File: src/rtl/uart_pkg.sv
// uart_pkg: shared definitions for the UART receive host controller.
//   rx_state_e   holding-register FSM encodings
//   STAT_*       bit positions inside the status byte
//   CFG_*        field positions inside the config byte
//   baud_count() baud_sel -> clock cycles per bit at a given clock rate
package uart_pkg;

  typedef enum logic [1:0] {
    ST_EMPTY = 2'b00,
    ST_FULL  = 2'b01
  } rx_state_e;

  localparam int STAT_RXRDY = 0;
  localparam int STAT_PERR  = 1;
  localparam int STAT_FERR  = 2;
  localparam int STAT_OVF   = 3;

  localparam int CFG_OHEL    = 7;
  localparam int CFG_PEN     = 6;
  localparam int CFG_BIT8    = 5;
  localparam int CFG_SEL_MSB = 3;
  localparam int CFG_SEL_LSB = 0;

  // Each arm divides two constants, so this folds to a lookup table.
  function automatic logic [19:0] baud_count(input logic [3:0] sel, input int clk_hz);
    case (sel)
      4'd0:    baud_count = 20'(clk_hz / 300);
      4'd1:    baud_count = 20'(clk_hz / 1200);
      4'd2:    baud_count = 20'(clk_hz / 2400);
      4'd3:    baud_count = 20'(clk_hz / 4800);
      4'd4:    baud_count = 20'(clk_hz / 9600);
      4'd5:    baud_count = 20'(clk_hz / 19200);
      4'd6:    baud_count = 20'(clk_hz / 38400);
      4'd7:    baud_count = 20'(clk_hz / 57600);
      4'd9:    baud_count = 20'(clk_hz / 230400);
      4'd10:   baud_count = 20'(clk_hz / 460800);
      4'd11:   baud_count = 20'(clk_hz / 921600);
      default: baud_count = 20'(clk_hz / 115200);
    endcase
  endfunction

endpackage

File: src/rtl/uart_rx_fifo.sv
// uart_rx_fifo: 4-entry x 10-bit synchronous FIFO holding {perr, ferr, data}.
// Only instantiated when UART_RX_FIFO_EN is defined.
//   clk, reset   clock, asynchronous active-high reset
//   push, din    write strobe and entry; accepted when not full, or when full with a pop
//   pop          read strobe; ignored when empty
//   dout         head entry
//   full, empty  occupancy flags
module uart_rx_fifo (
  input  logic       clk,
  input  logic       reset,
  input  logic       push,
  input  logic       pop,
  input  logic [9:0] din,
  output logic [9:0] dout,
  output logic       full,
  output logic       empty
);

  logic [9:0] mem_q [4];
  logic [9:0] mem_d [4];
  logic [1:0] wr_q, wr_d, rd_q, rd_d;
  logic [2:0] cnt_q, cnt_d;
  logic       do_push, do_pop;

  assign full  = (cnt_q == 3'd4);
  assign empty = (cnt_q == 3'd0);
  assign dout  = mem_q[rd_q];

  always_comb begin
    do_pop  = pop & ~empty;
    do_push = push & (~full | do_pop);
    mem_d   = mem_q;
    wr_d    = wr_q;
    rd_d    = rd_q;
    cnt_d   = cnt_q;
    if (do_push) begin
      mem_d[wr_q] = din;
      wr_d        = wr_q + 2'd1;
    end
    if (do_pop) rd_d = rd_q + 2'd1;
    if (do_push && !do_pop)      cnt_d = cnt_q + 3'd1;
    else if (do_pop && !do_push) cnt_d = cnt_q - 3'd1;
  end

  always_ff @(posedge clk or posedge reset) begin
    if (reset) begin
      for (int i = 0; i < 4; i++) mem_q[i] <= '0;
      wr_q  <= '0;
      rd_q  <= '0;
      cnt_q <= '0;
    end else begin
      mem_q <= mem_d;
      wr_q  <= wr_d;
      rd_q  <= rd_d;
      cnt_q <= cnt_d;
    end
  end

endmodule

File: src/rtl/uart_rx_host_ctrl.sv
// uart_rx_host_ctrl: host side of the UART receiver. Holds receive config,
// captures completed frames from the engine shift register, checks parity and
// stop bit, and presents data/status to the host bus with an RXRDY handshake.
//   clk, reset        clock, asynchronous active-high reset
//   cfg_we, cfg_din   config write {ohel, pen, bit8, -, baud_sel[3:0]}
//   rd_data, rd_stat  host read strobes (pop data / clear error flags)
//   rx_done, rx_sr    engine frame-complete level and shift register
//   baud, bit8, pen   decoded config to engine
//   rx_abort          one-cycle engine reset on config write
//   rx_data, status   held byte and {4'b0, ovf, ferr, perr, rxrdy}
//   rx_int            one-cycle pulse per accepted frame
// Build option: UART_RX_FIFO_EN replaces the holding register with a 4-deep FIFO.
//
//   state    | meaning
//   ST_EMPTY | no byte waiting for the host
//   ST_FULL  | byte held, rxrdy asserted
module uart_rx_host_ctrl
  import uart_pkg::*;
#(
  parameter int         CLK_HZ  = 100_000_000,
  parameter logic [7:0] CFG_RST = 8'h08
) (
  input  logic        clk,
  input  logic        reset,
  input  logic        cfg_we,
  input  logic [7:0]  cfg_din,
  input  logic        rd_data,
  input  logic        rd_stat,
  input  logic        rx_done,
  input  logic [9:0]  rx_sr,
  output logic [19:0] baud,
  output logic        bit8,
  output logic        pen,
  output logic        rx_abort,
  output logic [7:0]  rx_data,
  output logic [7:0]  status,
  output logic        rx_int
);

  logic [19:0] baud_q, baud_d;
  logic        ohel_q, ohel_d, pen_q, pen_d, bit8_q, bit8_d;
  logic        abort_q, rx_done_q, rx_int_q;
  logic        perr_q, perr_d, ferr_q, ferr_d, ovf_q, ovf_d;
  logic        unused_cfg_bit;

  logic        evt, push, ovf_set;
  logic [1:0]  sh;
  logic [3:0]  idx_p, idx_s;
  logic [9:0]  f;
  logic [7:0]  new_data;
  logic        new_perr, new_ferr;
  logic        rxrdy_w, perr_show, ferr_show;
  logic [7:0]  rx_data_w;

  assign unused_cfg_bit = cfg_din[4];
  assign evt = rx_done & ~rx_done_q;

  // Post-start bits sit at the top of rx_sr; shift them down so the first
  // data bit lands at f[0] whatever the frame length.
  always_comb begin
    sh       = 2'd2 - {1'b0, bit8_q} - {1'b0, pen_q};
    f        = rx_sr >> sh;
    idx_p    = 4'd6 + {3'b0, bit8_q} + {3'b0, pen_q};
    idx_s    = idx_p + 4'd1;
    new_data = bit8_q ? f[7:0] : {1'b0, f[6:0]};
    new_perr = pen_q & ((^new_data ^ f[idx_p]) != ohel_q);
    new_ferr = ~f[idx_s];
  end

  always_comb begin
    ohel_d = ohel_q;
    pen_d  = pen_q;
    bit8_d = bit8_q;
    baud_d = baud_q;
    if (cfg_we) begin
      ohel_d = cfg_din[CFG_OHEL];
      pen_d  = cfg_din[CFG_PEN];
      bit8_d = cfg_din[CFG_BIT8];
      baud_d = baud_count(cfg_din[CFG_SEL_MSB:CFG_SEL_LSB], CLK_HZ);
    end
  end

`ifdef UART_RX_FIFO_EN
  logic       pop, fifo_full, fifo_empty;
  logic [9:0] head;

  assign pop     = rd_data & ~fifo_empty;
  assign push    = evt & (~fifo_full | pop);
  assign ovf_set = evt & fifo_full & ~pop;

  uart_rx_fifo u_fifo (
    .clk   (clk),
    .reset (reset),
    .push  (push),
    .pop   (pop),
    .din   ({new_perr, new_ferr, new_data}),
    .dout  (head),
    .full  (fifo_full),
    .empty (fifo_empty)
  );

  assign rxrdy_w   = ~fifo_empty;
  assign rx_data_w = head[7:0];
  assign perr_show = perr_q | (~fifo_empty & head[9]);
  assign ferr_show = ferr_q | (~fifo_empty & head[8]);
`else
  rx_state_e  state_q, state_d;
  logic [7:0] data_q, data_d;

  // A read in the same cycle as a frame frees the register for that frame.
  assign push    = evt & ((state_q == ST_EMPTY) | rd_data);
  assign ovf_set = evt & (state_q == ST_FULL) & ~rd_data;

  always_comb begin
    state_d = state_q;
    data_d  = data_q;
    if (push) begin
      state_d = ST_FULL;
      data_d  = new_data;
    end else if (rd_data && state_q == ST_FULL) begin
      state_d = ST_EMPTY;
    end
  end

  always_ff @(posedge clk or posedge reset) begin
    if (reset) begin
      state_q <= ST_EMPTY;
      data_q  <= '0;
    end else begin
      state_q <= state_d;
      data_q  <= data_d;
    end
  end

  assign rxrdy_w   = (state_q == ST_FULL);
  assign rx_data_w = data_q;
  assign perr_show = perr_q;
  assign ferr_show = ferr_q;
`endif

  // A new error in the same cycle as rd_stat survives the clear.
  always_comb begin
    perr_d = (perr_q & ~rd_stat) | (push & new_perr);
    ferr_d = (ferr_q & ~rd_stat) | (push & new_ferr);
    ovf_d  = (ovf_q & ~rd_stat) | ovf_set;
  end

  always_ff @(posedge clk or posedge reset) begin
    if (reset) begin
      ohel_q    <= CFG_RST[CFG_OHEL];
      pen_q     <= CFG_RST[CFG_PEN];
      bit8_q    <= CFG_RST[CFG_BIT8];
      baud_q    <= baud_count(CFG_RST[CFG_SEL_MSB:CFG_SEL_LSB], CLK_HZ);
      abort_q   <= 1'b0;
      rx_done_q <= 1'b0;
      rx_int_q  <= 1'b0;
      perr_q    <= 1'b0;
      ferr_q    <= 1'b0;
      ovf_q     <= 1'b0;
    end else begin
      ohel_q    <= ohel_d;
      pen_q     <= pen_d;
      bit8_q    <= bit8_d;
      baud_q    <= baud_d;
      abort_q   <= cfg_we;
      rx_done_q <= rx_done;
      rx_int_q  <= push;
      perr_q    <= perr_d;
      ferr_q    <= ferr_d;
      ovf_q     <= ovf_d;
    end
  end

  always_comb begin
    status             = '0;
    status[STAT_RXRDY] = rxrdy_w;
    status[STAT_PERR]  = perr_show;
    status[STAT_FERR]  = ferr_show;
    status[STAT_OVF]   = ovf_q;
  end

  assign baud     = baud_q;
  assign bit8     = bit8_q;
  assign pen      = pen_q;
  assign rx_abort = abort_q;
  assign rx_data  = rx_data_w;
  assign rx_int   = rx_int_q;

endmodule

File: config.mk
export PLATFORM = sky130hd
export DESIGN_NAME = uart_rx_host_ctrl
export DESIGN_NICKNAME = d
export VERILOG_FILES = /design/src/rtl/uart_pkg.sv /design/src/rtl/uart_rx_fifo.sv /design/src/rtl/uart_rx_host_ctrl.sv
export SDC_FILE = /design/constraint.sdc
export NUM_CORES = 1
export LEC_CHECK = 0
export ABC_AREA = 1
export ABC_CLOCK_PERIOD_IN_PS = 2500
export BUFFER_PORTS_ARGS = -buffer_cell sky130_fd_sc_hd__buf_2
export CELL_PAD_IN_SITES_DETAIL_PLACEMENT = 0
export CELL_PAD_IN_SITES_GLOBAL_PLACEMENT = 1
export CORE_MARGIN = 2
export CORE_UTILIZATION = 33
export DETAILED_ROUTE_END_ITERATION = 8
export GPL_TIMING_DRIVEN = 0
export PLACE_DENSITY_LB_ADDON = 0.1
export SLEW_MARGIN = 0
export SYNTH_ARGS = -nofsm -noshare
export SYNTH_HDL_FRONTEND = slang
export SYNTH_SLANG_ARGS = --single-unit
File: constraint.sdc
create_clock -name clk -period 2.5 [get_ports clk]
set_clock_uncertainty 0.05 [all_clocks]
set_input_delay 0.375 -clock clk [delete_from_list [all_inputs] [get_ports clk]]
set_output_delay 0.375 -clock clk [all_outputs]
set_load 0.02 [all_outputs]
* Word level (Yosys, flattened, before mapping)
Memory sizes are Yosys's and may differ from the RTL's. A register that Yosys moved wholly into a read port is not among the register bits.
Index checks and enable logic that the tools add are counted.
** Storage, ports and cells
- Word-level logic and storage cells :: 53
- Memories kept :: 1
- Bits of input ports :: 24
- Bits in registers :: 39
- ROM bits :: 288
** Memory list
- (no name shown) :: depth 16, bits a word 18, rd ports 1, clocked after memory_dff 1, write ports 0, line uart_pkg.sv:26 : case (sel)
** Operators by class
- Multiplexer cells :: 7
- Shift operators :: 1
- Reductions and logical operators :: 4
- Bitwise gates (word level) :: 19
- Add/sub/neg operators :: 5
- Equality and inequality tests :: 2
- Magnitude comparators :: 2
** Operator list (number)
- $and A1 B1 Y1 :: 10
- $lt A4 B5 Y1 const B :: 2
- $shr A10 B2 Y10 :: 1
- $bmux W1 S4 :: 2
- $mux W8 :: 1
- $reduce_xor A8 Y1 :: 1
- $add A3 B1 Y4 const A :: 1
- $add A4 B1 Y4 :: 1
- $add A4 B1 Y4 const B :: 1
- $mux W2 :: 2
- $not A1 Y1 :: 4
- $or A1 B1 Y1 :: 4
- $eq A2 B1 Y1 const B :: 1
- $logic_not A2 Y1 :: 1
- $mux W1 :: 2
- $reduce_bool A2 Y1 :: 1
- $sub A2 B1 Y2 :: 1
- $sub A2 B1 Y2 const A :: 1
- $logic_and A1 B1 Y1 :: 1
- $ne A1 B1 Y1 :: 1
- $xor A1 B1 Y1 :: 1

* Longest topological paths before layout
Gate-level depths: netlist (run 1).
- Word-level depth :: 10
- Gate-level depth with buffers :: 18
- Gate-level depth less buffers :: 17

* Least setup slack after synthesis (run 1)
Ideal clock, no wire load.
- Path type :: reg-to-reg
- Start :: register bit8_q (netlist: bit8)
- End :: register perr_q
- Data required time :: 2.333 ns
- Data arrival time :: 1.885 ns
- Path buffers :: 2
- Path slack :: 0.447 ns
- Clock period less this slack :: 2.053 ns
- Stages on the path, launching flop included :: 17
- Cell sequence :: dfrtp_1 inv_1 ha_1 buf_6 inv_6 buf_12 nand2_2 nand2_1 nand3_2 nor2_1 nor2_2 nand2_1 nand2_1 inv_1 nand3_1 nand3_1 nand2_1
** Between the ends
- Word-level cells in the longest chain between the ends :: 10
- Elaborated cells between the ends (all ways) :: 14
** Ends and longest elaborated chain
- from (decl) :: line uart_rx_host_ctrl.sv:41 : logic ohel_q, ohel_d, pen_q, pen_d, bit8_q, bit8_d;
- from (signal assigned) :: line uart_rx_host_ctrl.sv:152 : bit8_q <= CFG_RST[CFG_BIT8];
- from (signal assigned) :: line uart_rx_host_ctrl.sv:163 : bit8_q <= bit8_d;
- $sub A2 B1 Y2 (2 in series) :: line uart_rx_host_ctrl.sv:61 : sh = 2'd2 - {1'b0, bit8_q} - {1'b0, pen_q};
- $shr A10 B2 Y10 :: line uart_rx_host_ctrl.sv:62 : f = rx_sr >> sh;
- $bmux W1 S4 or $mux W8 (tied branches) :: line uart_rx_host_ctrl.sv:66, uart_rx_host_ctrl.sv:65
- $mux W1 (not written as such) or $reduce_xor A8 Y1 (tied branches) :: line uart_rx_host_ctrl.sv:66 : new_perr = pen_q & ((^new_data ^ f[idx_p]) != ohel_q);
- $xor A1 B1 Y1 (*) :: line uart_rx_host_ctrl.sv:66
- $ne A1 B1 Y1 (*) :: line uart_rx_host_ctrl.sv:66
- $and A1 B1 Y1 (*) :: line uart_rx_host_ctrl.sv:66
- $and A1 B1 Y1 (*) :: line uart_rx_host_ctrl.sv:143 : perr_d = (perr_q & ~rd_stat) | (push & new_perr);
- $or A1 B1 Y1 (*) :: line uart_rx_host_ctrl.sv:143
- named net perr_d :: line uart_rx_host_ctrl.sv:43 : logic perr_q, perr_d, ferr_q, ferr_d, ovf_q, ovf_d;
- to (signal assigned) :: line uart_rx_host_ctrl.sv:168 : perr_q <= perr_d;
- to (decl) :: line uart_rx_host_ctrl.sv:43
Mark *: on every way through the listed nets, which the timed path passes. The rest lies on a longest branch. The select of a mux whose other input is x is not followed.
A chain may end at the register's enable or synchronous reset.

* Worst setup path after layout (run 1)
Same ends and word-level chain as after synthesis.

==> impl_metrics.tcl, run 1 <==
set metrics [dict create \
    cts_hold_buf 0 \
    hp-class "in -> async" \
    cts_resized 0 \
    cts_setup_buffers 0 \
    start_util_pct 33.48 \
    power_density_nw_per_um2 738.6 \
    final_cells 455 \
    grt_max_degree 37 \
    dieArea_um2 7454 \
    critPathMaxStageDelay_ps 410 \
    grt_setup_unrepaired "no" \
    firstDrtPassIters 4 \
    clock-root-buffer "clkbuf_8" \
    final_common_cell "nand2_1" \
    syn_to_final_growth_pct 24.72 \
    crit_family "simple AND/OR/NAND/NOR gates" \
    drc 0 \
    wl_per_cell_um 11.93 \
    outcome "finished clean" \
    drive_gt1_share_pct 27.73 \
    drtIter0Drc 74 \
    fin_crit_sh_pct 86.60 \
    cts_max_level 2 \
    cts.path.max_buffers 2 \
    dp_cells 447 \
    antennaDiodeCount 0 \
    end_kind "flip-flop" \
    synth-simple-area-share_pct 32.10 \
    synthMuxAreaShare_pct 0 \
    slew_violations 0 \
    p_int_uw 1390 \
    synth_compound_area_share_pct 9.843 \
    final_cell_mix "nand2_1 (103), buf_2 (56), inv_1 (34)" \
    drt_wl_total_mm 5.428 \
    die_w_um 86.34 \
    synth.distinct_cells 28 \
    arrival_ps 2290 \
    hpwl_mm 4.215 \
    p_seq_share_pct 33.7 \
    crit_top_cell "nand2_1" \
    cp_max_fo 10 \
    p_leak_uw 0.001581 \
    grt-ovfl-total 0 \
    tightestPinTransition_ps 745.8 \
    grt_usage_pct 15.40 \
    fmax_ghz 0.4619 \
    vias_per_cell 4.598 \
    netSwitchingFraction_pct 32.55 \
    vias 2092 \
    cts.sinks 36 \
    critical_path.cell_chain "inv_1 > ha_1 > buf_6 > inv_6 > buf_12 > nand2_2 > nand2_1 > nand3_2 > nor2_1 > nor2_2 > nand2_1 > nand2_1 > inv_1 > nand3_1 > nand3_1 > nand2_1" \
    crit_slowest_cell "dfrtp_1" \
    io_buffers 55 \
    clockPowerShare_pct 34.6 \
    p_switching_uw 670.9 \
    critPathKind "reg -> reg" \
    yosysWarnings 0 \
    cts_tree "built" \
    synth_xor_area_share_pct 0 \
    synth_top_family_by_area "simple AND/OR/NAND/NOR gates" \
    gp_congestion 0.8020 \
    grt_pass1_wl_mm 9.087 \
    ant_nets 0 \
    core_um2 6681 \
    final_nets 405 \
    clock_latency_ps 280 \
    required_ps 2620 \
    peakVddDrop_mv 0.5236 \
    io-pin-count 64 \
    grt_pass1_vias 1894 \
    combPwrFrac_pct 31.6 \
    slew-limit-headroom_pct 50.21 \
    hold_violations 0 \
    numCtsBuffers 5 \
    netlist_area_um2 2237 \
    synthCells 307 \
    finalSetupViolations 0 \
    ys_seq_area_share_pct 40.55 \
    cap_viol_max_count 0 \
    rows 30 \
    startpoint_type "flip-flop" \
    synthAdderAreaFrac_pct 3.915 \
    antenna_found_initial 0 \
    ys_ff_latch 36 \
    cp_num_buf_inv 5 \
    finalSetupTns_ps 0 \
    die_height_um 86.34 \
    syn_avg_cell_area_um2 7.287 \
    period_needed_ps 2165 \
    clk_pin_slew_ps 80 \
]
==> flip-flops by register name, indices dropped and copies added, names as in the netlist <==
register and cells:
baud 18, rx_data 8, bit8 1, ferr_q 1, ohel_q 1, ovf_q 1, pen 1, perr_q 1
rx_abort 1, rx_done_q 1, rx_int 1, state_q 1
==> cells in the mapped netlist (all sizes together) <==
library cell	n	share of area, %
a221oi	1	0.39
a21oi	7	1.6
dfstp	5	5.9
a31oi	1	0.28
nor2	24	4.1
nand3	28	7.4
buf	16	6.2
o221ai	1	0.39
ha	7	3.9
a32o	2	0.89
nand2	112	20
a211oi	1	0.34
inv	38	6.6
clkbuf	4	0.67
conb	1	0.17
dfrtp	31	35
nand4	2	0.56
o21ai	26	6.0
==> area by class of cell <==
| cell class | count | area (um^2) |
|---|---|---|
| multi-input combinational | 218 | 1049 |
| clock inverter | 3 | 90.09 |
| inverter | 38 | 147.6 |
| timing repair buffer | 55 | 275.3 |
| fill | 749 | 3891 |
| tap | 80 | 100.1 |
| sequential | 36 | 907.1 |
| clock buffer | 5 | 68.82 |
| buffer | 20 | 152.6 |
==> cell families after synthesis <==
group / count (synthesis)
compound gates: 39
fa+ha+maj: 7
buf+inv: 58
flops: 36
other cells: 1
simple gates: 166
==> through the flow <==
step	util (%)	setup slack [ps]	hold slack [ps]	cell area [um^2]	total power, uW
final	41.76	335.0	156.1	2790	2061
after detailed placement	39.38	350.8	408.1	2631	1363
after global routing	41.76	101.9	142.1	2790	2211
after global placement	39.38	315.3	408.6	2631	1360
after floorplan	-	447.5	356.4	2256	1181
after CTS	41.76	327.2	150.7	2790	2089
==> power groups by stage <==
| stage | Clock, uW | Sequential [uW] | Combinational (uW) |
|---|---|---|---|
| 6_report | 714 | 695 | 652 |
| 5_1_grt | 759 | 705 | 748 |
| 4_1_cts | 733 | 696 | 659 |
| 3_5_place_dp | 0 | 706 | 657 |
| 3_3_place_gp | 0 | 705 | 655 |
| 2_1_floorplan | 0 | 783 | 398 |
==> layer usage <==
metal	wire length (um)	share of wire (%)	vias up	global-route usage [%]
met3	238	4.4	2	3.524
met2	2282	42	49	22.52
li1	-	-	1085	-
met1	2879	53	956	23.30
met4	27	0.50	0	2.983
met5	0	0	-	0
==> worst paths after layout <==
path	from	to	slack, ps	cells after the start
min reg2reg	baud[6]	baud[6]	420	2
max reg2reg	bit8	perr_q	330	16
max in group asynchronous	reset	ohel_q	1750	2
max	bit8	perr_q	330	16
min	reset	rx_done_q	160	2
min in group clk	rx_done	rx_done_q	160	1
No activity file was read; power rests on OpenSTA's default activity.
==> inputs of run 2 (changes only) <==
--- a/config.mk
+++ b/config.mk
@@ -8,7 +8,7 @@
 export ABC_AREA = 1
 export ABC_CLOCK_PERIOD_IN_PS = 2500
 export BUFFER_PORTS_ARGS = -buffer_cell sky130_fd_sc_hd__buf_2
-export CELL_PAD_IN_SITES_DETAIL_PLACEMENT = 0
+export CELL_PAD_IN_SITES_DETAIL_PLACEMENT = 1
 export CELL_PAD_IN_SITES_GLOBAL_PLACEMENT = 1
 export CORE_MARGIN = 2
 export CORE_UTILIZATION = 33
==> run 2 against run 1 <==
  * Highest routed layer unchanged
  * Largest cell class unchanged
  * Flip-flop and latch count unchanged
  * Combinational power increased by 1%
  * Final cell count unchanged
  * Critical path type unchanged
==> impl_metrics.tcl, run 2 (synthesis results as in run 1) <==
set metrics [dict create \
    outcome "finished clean" \
    placed_area_um2 2631 \
    grt_usage_pct 16.87 \
    hpwl_mm 4.713 \
    grt_setup_unrepaired "no" \
    clock-root-buffer "clkbuf_8" \
    vias_per_cell 4.607 \
    final_util_pct 41.76 \
    hold_violations 0 \
    reg2reg_from "bit8" \
    grt-ovfl-total 0 \
    antennaDiodeCount 0 \
    die_w_um 86.34 \
    drt_wl_total_mm 5.933 \
    end_kind "flip-flop" \
    cap_viol_max_count 0 \
    numCtsBuffers 5 \
    final_cell_mix "nand2_1 (103), buf_2 (56), inv_1 (34)" \
    rr_endpoint "perr_q" \
    cts_resized 0 \
    dp_slack_ps 311.4 \
    startpoint_type "flip-flop" \
    dieArea_um2 7454 \
    regToRegSetupSlack_ps 320 \
    finalSetupTns_ps 0 \
    hp-start "rx_done" \
    period_needed_ps 2181 \
    dp_cells 447 \
    power_density_nw_per_um2 744.4 \
    worst_slack_ps 318.7 \
    use_met2_pct 26.29 \
    peakVddDrop_mv 0.4271 \
    grt_pass1_vias 2104 \
    ant_nets 0 \
    drtIter0Drc 75 \
    die_height_um 86.34 \
    largest_reg_flops 18 \
    top_usage_layer "met2" \
    final_cells 455 \
    cts_setup_buffers 0 \
    final_area_um2 2790 \
    met3_usage_pct 3.238 \
    fmax_ghz 0.4584 \
    cp_max_fo 10 \
    drc 0 \
    cts_hold_buf 0 \
    grt_max_degree 37 \
    io-pin-count 64 \
    antenna_found_initial 0 \
    slew_violations 0 \
    hp-class "in -> reg" \
    clk_pin_slew_ps 80 \
    core_um2 6681 \
    whs_endpoint "rx_done_q" \
    cts_max_level 2 \
    firstDrtPassIters 4 \
    hold_depth 1 \
    final_nets 405 \
    fin_crit_sh_pct 87.25 \
    wl_per_cell_um 13.04 \
    slew-limit-headroom_pct 48.27 \
    final_common_cell "nand2_1" \
    cts.path.max_buffers 2 \
    tightestPinTransition_ps 774.8 \
    grt_pass1_wl_mm 10.05 \
    r2r_cells 16 \
    drive_gt1_share_pct 27.73 \
    arrival_ps 2310 \
    p_leak_uw 0.001581 \
    finalSetupViolations 0 \
    required_ps 2630 \
    clock_latency_ps 290 \
    io_buffers 55 \
    syn_to_final_growth_pct 24.72 \
    start_util_pct 33.48 \
    rows 30 \
    grt.met1_usage_pct 24.66 \
    vias 2096 \
    cts.sinks 36 \
    critPathKind "reg -> reg" \
    cts_tree "built" \
    gp_congestion 0.8020 \
]
## run 2: routing by layer
| metal | vias to the layer above | share of wire, % |
|---|---|---|
| met5 | - | 0 |
| met4 | 0 | 0.72 |
| met3 | 5 | 3.9 |
| met2 | 40 | 44 |
| met1 | 970 | 51 |
| li1 | 1081 | - |
## run 2: critical path, cell delays in order (launching register included)
cell     delay [ps]
dfrtp_1         420
inv_1           110
ha_1            320
buf_6           150
inv_6            70
buf_12          130
nand2_2          40
nand2_1          70
nand3_2         140
nor2_1          140
nor2_2           50
nand2_1          60
nand2_1          60
inv_1            60
nand3_1          60
nand3_1          80
nand2_1          50
## run 2: area by class of cell
| class | instances | area, um^2 |
|---|---|---|
| plain buffers | 20 | 152.6 |
| clock buffers | 5 | 68.82 |
| clock inverters | 3 | 90.09 |
| fillers | 897 | 3891 |
| inverters | 38 | 147.6 |
| multi-input cells | 218 | 1049 |
| flip-flops and latches | 36 | 907.1 |
| well taps | 80 | 100.1 |
| repair buffers | 55 | 275.3 |
## run 2: report_power, final
group	switching, uW	internal, uW	total [uW]
logic	427	232	659
clock network	222	499	722
registers	37.2	659	696
## run 2: through the flow
stage               total power [uW]  hold slack, ps
CTS                             2111           143.7
finish                          2077           156.6
floorplan                       1181           356.4
global placement                1360           408.6
detailed placement              1377           418.2
global route                    2210           143.6
## run 2: worst max-delay path by stage
stage	from	to	cells after the start	slack (ps)
finish	bit8	perr_q	16	320
global route	bit8	perr_q	16	90
CTS	bit8	perr_q	16	290
detailed placement	bit8	perr_q	16	310
global placement	bit8	perr_q	16	320
floorplan	bit8	perr_q	16	450
==> inputs of run 3 (changes only) <==
--- a/config.mk
+++ b/config.mk
@@ -5,13 +5,13 @@
 export SDC_FILE = /design/constraint.sdc
 export NUM_CORES = 1
 export LEC_CHECK = 0
-export ABC_AREA = 1
+export ABC_AREA = 0
 export ABC_CLOCK_PERIOD_IN_PS = 2500
 export BUFFER_PORTS_ARGS = -buffer_cell sky130_fd_sc_hd__buf_2
-export CELL_PAD_IN_SITES_DETAIL_PLACEMENT = 1
-export CELL_PAD_IN_SITES_GLOBAL_PLACEMENT = 1
+export CELL_PAD_IN_SITES_DETAIL_PLACEMENT = 2
+export CELL_PAD_IN_SITES_GLOBAL_PLACEMENT = 2
 export CORE_MARGIN = 2
-export CORE_UTILIZATION = 33
+export CORE_UTILIZATION = 31
 export DETAILED_ROUTE_END_ITERATION = 8
 export GPL_TIMING_DRIVEN = 0
 export PLACE_DENSITY_LB_ADDON = 0.1
==> run 3 against run 2 <==
  * Final cell count down 25%
  * Wire length down 14%
  * Power down 12%
  * Die area down 1.5%
  * Sequential power up 2%
  * Register-to-register slack worse by 220 ps
  * Hold slack about the same
  * Clock power down 40%
  * Critical endpoint unchanged
==> impl_metrics.tcl, run 3 <==
set metrics [dict create \
    wl_per_cell_um 15.08 \
    gp_congestion 0.7192 \
    cp_max_fo 5 \
    synthArstFlopShare_pct 100.0 \
    yosysMostFrequentCell "dfrtp_1" \
    grt_max_degree 37 \
    grt_pass1_vias 1736 \
    yosysWarnings 0 \
    ys_ff_latch 36 \
    rows 29 \
    syn_avg_cell_area_um2 10.83 \
    period_needed_ps 2397 \
    vias_per_cell 4.812 \
    yosysTopAreaCell "dfrtp_1" \
    core_um2 6386 \
    final_cell_mix "buf_2 (55), dfrtp_1 (29), inv_1 (19)" \
    power_density_nw_per_um2 698.5 \
    layout.area.seq_um2 909.6 \
    die_w_um 85.68 \
    synth_edf_count 0 \
    synth.distinct_cells 36 \
    cts_tree "built" \
    startpoint_type "flip-flop" \
    finalSetupViolations 0 \
    drc 0 \
    cts_max_level 2 \
    finalSetupTns_ps 0 \
    ys_top_cells_by_count "dfrtp_1 (31), inv_1 (22), o21ai_0 (13)" \
    tightestPinTransition_ps 769.1 \
    placed_area_um2 2461 \
    dp_slack_ps -101.7 \
    slew-limit-headroom_pct 48.65 \
    hpwl_mm 3.888 \
    p_seq_share_pct 39.0 \
    ys.flop_type "dfrtp_1" \
    arrival_ps 2520 \
    combPwrFrac_pct 37.3 \
    io_buffers 55 \
    p_switching_uw 604.9 \
    required_ps 2620 \
    grt-ovfl-total 0 \
    drtIter0Drc 37 \
    grt_usage_pct 14.85 \
    ys_seq_area_share_pct 43.86 \
    p_leak_uw 0.001269 \
    clock_latency_ps 290 \
    critPathKind "reg -> reg" \
    fillers 714 \
    final_nets 293 \
    outcome "finished clean" \
    clk_pin_slew_ps 70 \
    netSwitchingFraction_pct 33.23 \
    fmax_ghz 0.4172 \
    power.total_uw 1820 \
    whs_ps 156.6 \
    antenna_found_initial 0 \
    slew_violations 0 \
    syn_to_final_growth_pct 26.01 \
    hp-class "in -> reg" \
    final_common_cell "buf_2" \
    drt_wl_total_mm 5.127 \
    worst_slack_ps 103.2 \
    peakVddDrop_mv 0.3293 \
    clockPowerShare_pct 23.7 \
    ant_nets 0 \
    drive_gt1_share_pct 42.21 \
    vias 1636 \
    io-pin-count 64 \
    cts.sinks 36 \
    synthCells 191 \
    end_kind "flip-flop" \
    cts.path.max_buffers 2 \
    cap_viol_max_count 0 \
    grt_pass1_wl_mm 8.590 \
    numCtsBuffers 5 \
    fin_crit_sh_pct 95.87 \
    hold_violations 0 \
    netlist.area_leader.share_pct 37.51 \
    netlist_area_um2 2068 \
    die_height_um 85.68 \
    final_area_um2 2606 \
    largest_reg_flops 18 \
    synth.area.top_cells "dfrtp_1 (38%), mux4_2 (6.5%), dfstp_2 (6.4%)" \
    p_int_uw 1216 \
    clock-root-buffer "clkbuf_8" \
    grt_setup_unrepaired "yes" \
    firstDrtPassIters 4 \
    antennaDiodeCount 0 \
    multi_input_area_um2 996.0 \
    dieArea_um2 7341 \
    start_util_pct 32.39 \
]
[run 3: cell count changes after synthesis, moves of 4 or more]
cell	previous run	this run
mux2_2	0	10
nand3_2	5	0
nor2b_1	0	4
inv_1	35	22
o21ai_0	25	13
xnor2_1	0	6
nand2_2	8	0
mux2i_1	0	6
nand2_1	103	9
mux4_2	0	6
nand3_1	23	5
nand2b_1	0	4
nor2_1	23	11
[run 3: repair_timing]
item                                    4_1_cts  5_1_grt
endpoints found under the setup margin        1        1
hold buffers                                  0        0
setup buffers                                 4        0
gates resized for setup                       0        6
pin swaps                                     1        2
[run 3: metal layers]
metal | part of all wire (%) | global-route usage (%)
met1 | 46 | 19.89
met2 | 49 | 24.43
met3 | 4.3 | 3.272
met4 | 1.1 | 3.896
met5 | 0 | 0
[run 3: power by group through the flow]
stage                     sequential, uW  combinational [uW]  clock (uW)
after global placement               722                 634           0
after CTS                            712                 660         451
after detailed placement             726                 642           0
final                                710                 680         431
after global routing                 721                 745         476
after floorplan                      809                 381           0
[run 3: cell type report]
class	count	area share, %
clock buffers	6	3.169
repair buffers	59	11.71
clock inverters	2	0.3841
inverters	22	3.169
well taps	77	3.697
plain buffers	20	4.753
flip-flops and latches	36	34.90
multi-input cells	118	38.21
[run 3: path summary, 6_finish.rpt]
check / cells past startpoint / start / slack [ps] / end
max reg2reg: 9 / pen / 100 / perr_q
max in group asynchronous: 2 / reset / 1690 / bit8
min reg2reg: 2 / baud[6] / 430 / baud[6]
max: 9 / pen / 100 / perr_q
min: 1 / cfg_we / 160 / rx_abort
min in group asynchronous: 2 / reset / 170 / rx_abort
[run 3: critical path, cell delays in order, from the launching register on]
cell and delay [ps]:
dfrtp_2 370, inv_2 60, ha_4 270, buf_6 120, mux4_2 540, xnor2_2 160
xnor2_1 170, xnor3_1 270, xnor2_2 180, o22ai_2 80
[run 3: cells by family after synthesis]
group                    count (synthesis)  share of synthesized area [%]
adder cells (fa/ha/maj)                  7                          4.235
other                                    1                         0.1813
XOR/XNOR                                11                          6.050
flip-flops                              36                          43.86
buffers and inverters                   42                          9.861
AND/OR/NAND/NOR                         35                          7.985
multiplexers                            24                          16.70
AO/OA/AOI/OAI                           35                          11.13
[run 3: metrics by stage]
stage	utilization (%)	instances
2_1_floorplan	-	196
3_3_place_gp	38.54	328
3_5_place_dp	38.54	328
4_1_cts	40.46	340
5_1_grt	40.81	340
6_report	40.81	340
